===== src/rtl/showbullet_app.sv =====
// Single-bullet engine for the show-tank stage: launches one cell ahead of the tank,
// advances on step_tick, and reports a target hit or expiry at the playfield edge.
module showbullet_app #(
    parameter int X_MAX = 24,
    parameter int Y_MAX = 12
) (
    input  logic       clk,
    input  logic       rst_n,
    input  logic       enable,
    input  logic       step_tick,
    input  logic [4:0] tank_x,
    input  logic [4:0] tank_y,
    input  logic [1:0] tank_dir,
    input  logic       bul_sht,
    input  logic       tgt_valid,
    input  logic [4:0] tgt_x,
    input  logic [4:0] tgt_y,
    output logic [4:0] bul_x,
    output logic [4:0] bul_y,
    output logic [1:0] bul_dir,
    output logic       bul_state,
    output logic       bul_hit
);

    localparam logic [4:0] XM = 5'(X_MAX);
    localparam logic [4:0] YM = 5'(Y_MAX);

    localparam logic [1:0] DIR_UP    = 2'b00;
    localparam logic [1:0] DIR_DOWN  = 2'b01;
    localparam logic [1:0] DIR_LEFT  = 2'b10;
    localparam logic [1:0] DIR_RIGHT = 2'b11;

    typedef enum logic [1:0] {
        IDLE = 2'd0,
        LOAD = 2'd1,
        FLY  = 2'd2,
        HIT  = 2'd3
    } state_t;

    state_t     state;
    logic       sht_d;
    logic       fire;
    logic       facing_edge;
    logic       on_target;
    logic [4:0] next_x;
    logic [4:0] next_y;

    assign fire      = bul_sht & ~sht_d;
    assign on_target = tgt_valid && (bul_x == tgt_x) && (bul_y == tgt_y);

    // Edge check is evaluated before any step, so next_x/next_y never wrap.
    always_comb begin
        facing_edge = 1'b0;
        next_x      = bul_x;
        next_y      = bul_y;
        case (bul_dir)
            DIR_UP: begin
                facing_edge = (bul_y == 5'd0);
                next_y      = bul_y - 5'd1;
            end
            DIR_DOWN: begin
                facing_edge = (bul_y == YM);
                next_y      = bul_y + 5'd1;
            end
            DIR_LEFT: begin
                facing_edge = (bul_x == 5'd0);
                next_x      = bul_x - 5'd1;
            end
            DIR_RIGHT: begin
                facing_edge = (bul_x == XM);
                next_x      = bul_x + 5'd1;
            end
            default: begin
                facing_edge = 1'b0;
            end
        endcase
    end

    always_ff @(posedge clk or negedge rst_n) begin
        if (!rst_n) begin
            state     <= IDLE;
            sht_d     <= 1'b0;
            bul_x     <= 5'd0;
            bul_y     <= 5'd0;
            bul_dir   <= 2'd0;
            bul_state <= 1'b0;
            bul_hit   <= 1'b0;
        end else begin
            sht_d   <= bul_sht;
            bul_hit <= 1'b0;
            case (state)
                IDLE: begin
                    if (enable && fire) begin
                        bul_x     <= tank_x;
                        bul_y     <= tank_y;
                        bul_dir   <= tank_dir;
                        bul_state <= 1'b1;
                        state     <= LOAD;
                    end
                end
                LOAD: begin
                    if (facing_edge) begin
                        bul_state <= 1'b0;
                        state     <= IDLE;
                    end else begin
                        bul_x <= next_x;
                        bul_y <= next_y;
                        state <= FLY;
                    end
                end
                FLY: begin
                    if (!enable) begin
                        bul_state <= 1'b0;
                        state     <= IDLE;
                    end else if (on_target) begin
                        bul_hit <= 1'b1;
                        state   <= HIT;
                    end else if (step_tick && facing_edge) begin
                        bul_state <= 1'b0;
                        state     <= IDLE;
                    end else if (step_tick) begin
                        bul_x <= next_x;
                        bul_y <= next_y;
                    end
                end
                HIT: begin
                    bul_state <= 1'b0;
                    state     <= IDLE;
                end
                default: begin
                    bul_state <= 1'b0;
                    state     <= IDLE;
                end
            endcase
        end
    end

endmodule


===== config.mk =====
export PLATFORM = sky130hd
export DESIGN_NAME = showbullet_app
export DESIGN_NICKNAME = d
export VERILOG_FILES = /design/src/rtl/showbullet_app.sv
export SDC_FILE = /design/constraint.sdc
export NUM_CORES = 1
export LEC_CHECK = 0
export ABC_CLOCK_PERIOD_IN_PS = 2900
export CAP_MARGIN = 20
export CORE_MARGIN = 1.5
export CORE_UTILIZATION = 47
export CTS_CLUSTER_SIZE = 16
export DETAILED_ROUTE_END_ITERATION = 10
export PLACE_DENSITY = 0.91
export SYNTH_ARGS = -nofsm -noshare
export SYNTH_HDL_FRONTEND = slang
export SYNTH_SLANG_ARGS = --single-unit

===== constraint.sdc =====
create_clock -name clk -period 2.9 [get_ports clk]
set_input_delay 0.58 -clock clk [delete_from_list [all_inputs] [get_ports clk]]
set_output_delay 0.58 -clock clk [all_outputs]
set_load 0.02 [all_outputs]

==> out/qor.yml <==
run_status:
  status: "finished, violations left"
  violations: "design-rule violations"
setup_path:
  cp_max_fo: 8
  slowest_delay_ns: 0.49
  crit_arrival_ns: 2.64
  reg2reg_depth: 8
  crit_path_start_kind: "flop"
  cp-end-kind: "flop"
  cp_data_required_time_ns: 3.15
  crit_chain: "nand2b_1, ha_1, nor2b_1, o21ai_0, nand3_1, nor2b_1, or4_1, nand3_1"
  r2r-start: "bul_dir[1]"
  critPathKind: "reg -> reg"
  r2r_end: "bul_y[4]"
  cp_slowest_cell: "dfrtp_1"
  r2r_slack_ns: 0.51
grt:
  grt_pass1_wl_um: 5800
  grt_max_degree: 18
  grt_pass1_vias: 1276
  antenna_found_initial: 0
  grt_use_total_pct: 22.9
  overflow: 0
yosys:
  ys_ff_latch: 17
  synth-seq-area-share_pct: 30.3
  synth_edf_count: 0
  synth_top_area_share_pct: 30.3
  postSynthAreaPerCell_sq_um: 9.42
  synth_top_flop_cell: "dfrtp_1"
  syn_inst: 149
  synth_nets: 190
  synth_top_area_cell: "dfrtp_1"
  synth_area_leaders: "dfrtp_1, ha_1, mux2_2, xnor2_1, inv_1"
  syn_area_sq_um: 1400
  synthArstFlopShare_pct: 100
  synth_cell_type_count: 38
  ys_warn_count: 0
finish:
  final_core_util_pct: 67.0
  diodes: 0
  drive_gt1_share_pct: 13.9
  regArea_sq_um: 425
  final_common_cell: "clkdlybuf4s50_1"
  layout_common_cells: "clkdlybuf4s50_1, dfrtp_1, xnor2_1, inv_1"
  fillers: 224
  area_growth_pct: 34.0
  fin_nets: 236
  multiInputGateArea_sq_um: 915
job:
  drv_cap: 0
die:
  ios: 42
  core_sq_um: 2810
  die_w_um: 57.7
  die_area_sq_um: 3320
  initial_core_util_pct: 50.0
  dieHeight_um: 57.7
  fp-row-count: 19
clock_tree:
  path_clk_slew_ns: 0.10
  cts_tree: "built"
  cts_buffer_depth: 2
  root_buffer: "clkbuf_4"
  clk_latency_ns: 0.31
  post_cts_buffers: 0
  clock_sinks: 17
  numCtsBuffers: 3
  cts_resized: 0
  htreeDepth: 1
  postCtsHoldBufs: 0
power:
  clkPwrFrac_pct: 5.9
  p_sw_uw: 1050
  combinationalPowerShare_pct: 70.9
  share_seq_of_total_power_pct: 23.2
  p_per_area_nw_per_um2: 1210
  peakVddDrop_v: 0.000553
  intPower_uw: 1220
  power_uw: 2270
  leakage_uw: 0.000799
  switching_share_pct: 46.1
placement:
  hpwl_um: 2850
  placement.setup.worst_slack_ns: 0.262
  place_congestion: 0.977
  portBuffers: 41
route:
  drt-met1-wl_um: 1480
  drtIter0Drc: 61
  highest_layer: "met4"
  ant_nets: 0
  wire_per_inst_um: 15.4
  wl_um: 3470
  wl_met2_um: 1720
  dr.pass1.iters: 7
  viasPerCell: 5.69
  drc: 4
  met3WireLength_um: 188
  vias: 1281
sta:
  setup_viol_count_final: 0
  finalCritPeriodShare_pct: 82.5
  fin_setup_tns_ns: 0
  hold_viol_final: 0
  setup_slack_ns: 0.509
  whs_ns: 0.546
  skew_ns: 0.00513
  relSlewSlack_pct: 48.0
  fmax_mhz: 418
  tightest_slew_ns: 0.778
  rsz0062_at_grt: "false"
  drv_slew: 0
  fin_crit_ns: 2.39
min_path:
  hold-path-endpoint: "bul_state"
  hold_start: "bul_state"
  min_path_type: "reg -> reg"
  hold_depth: 1
==> state kept, by name (all words and copies together), names as in the netlist <==
name	count
bul_x	5
bul_y	5
bul_dir	2
state	2
bul_hit	1
bul_state	1
sht_d	1
==> cell usage after synthesis, types with 3 or more instances <==
cell type	n
nor2b_1	3
o21ai_0	6
ha_1	11
nor2_1	10
a21oi_1	9
mux2_2	11
nand4_1	3
dfrtp_1	17
nand2_1	8
nor3_1	5
xnor2_1	14
inv_1	13
nand3_1	4
==> worst max-delay path: cells and delay by family, from the launching register on <==
family | cells | cell delay, ns
adder cells (fa/ha/maj) | 1 | 0.36
AND/OR/NAND/NOR | 6 | 1.26
AO/OA/AOI/OAI | 1 | 0.22
flip-flops | 1 | 0.49
==> power groups by stage <==
stage	clock network, uW	logic [uW]	registers (uW)
2_1_floorplan	0	1040	601
3_3_place_gp	0	1540	526
3_5_place_dp	0	1610	533
4_1_cts	138	1610	527
5_1_grt	148	1780	550
6_report	135	1610	527
==> kinds of logic (layout without fill, tap and decap cells) <==
logic type	after synthesis	after routing	synth area share (%)
xor gates and xnor gates	14	14	8.73
buffers and inverters	15	60	4.55
DFF	17	17	30.3
AOI/OAI and AO/OA	30	30	15.6
adders and majority gates	13	13	12.7
and+or+nand+nor	47	47	17.9
muxes	13	13	10.2
==> per-stage QoR <==
stage          std cells  area [sq um]
2_1_floorplan        149          1400
3_3_place_gp         221          1850
3_5_place_dp         221          1850
4_1_cts              225          1880
5_1_grt              225          1880
6_report             225          1880
==> how the worst max path moves through the flow <==
stage / from / end / cells past startpoint
floorplan: bul_dir[1] / bul_y[4] / 9
global placement: tgt_y[2] / bul_state / 7
detailed placement: tgt_x[3] / bul_x[2] / 7
CTS: bul_dir[1] / bul_y[4] / 8
global route: bul_dir[1] / bul_y[4] / 8
finish: bul_dir[1] / bul_y[4] / 8
==> metal layers <==
metal  vias up  track usage [%]
met4         0             8.64
met3         9             5.36
met1       612             28.2
li1        624                -
met5         -                0
met2        36             39.1
==> final cells by class <==
cell class                      instances  area share (%)
Multi-Input combinational cell        117            48.6
Sequential cell                        17            22.6
Timing Repair Buffer                   43            22.6
Inverter                               13            2.59
Tap cell                               31            2.06
Clock buffer                            3            1.20
Clock inverter                          1           0.266
Note: power is estimated with default switching activity, not from simulation.
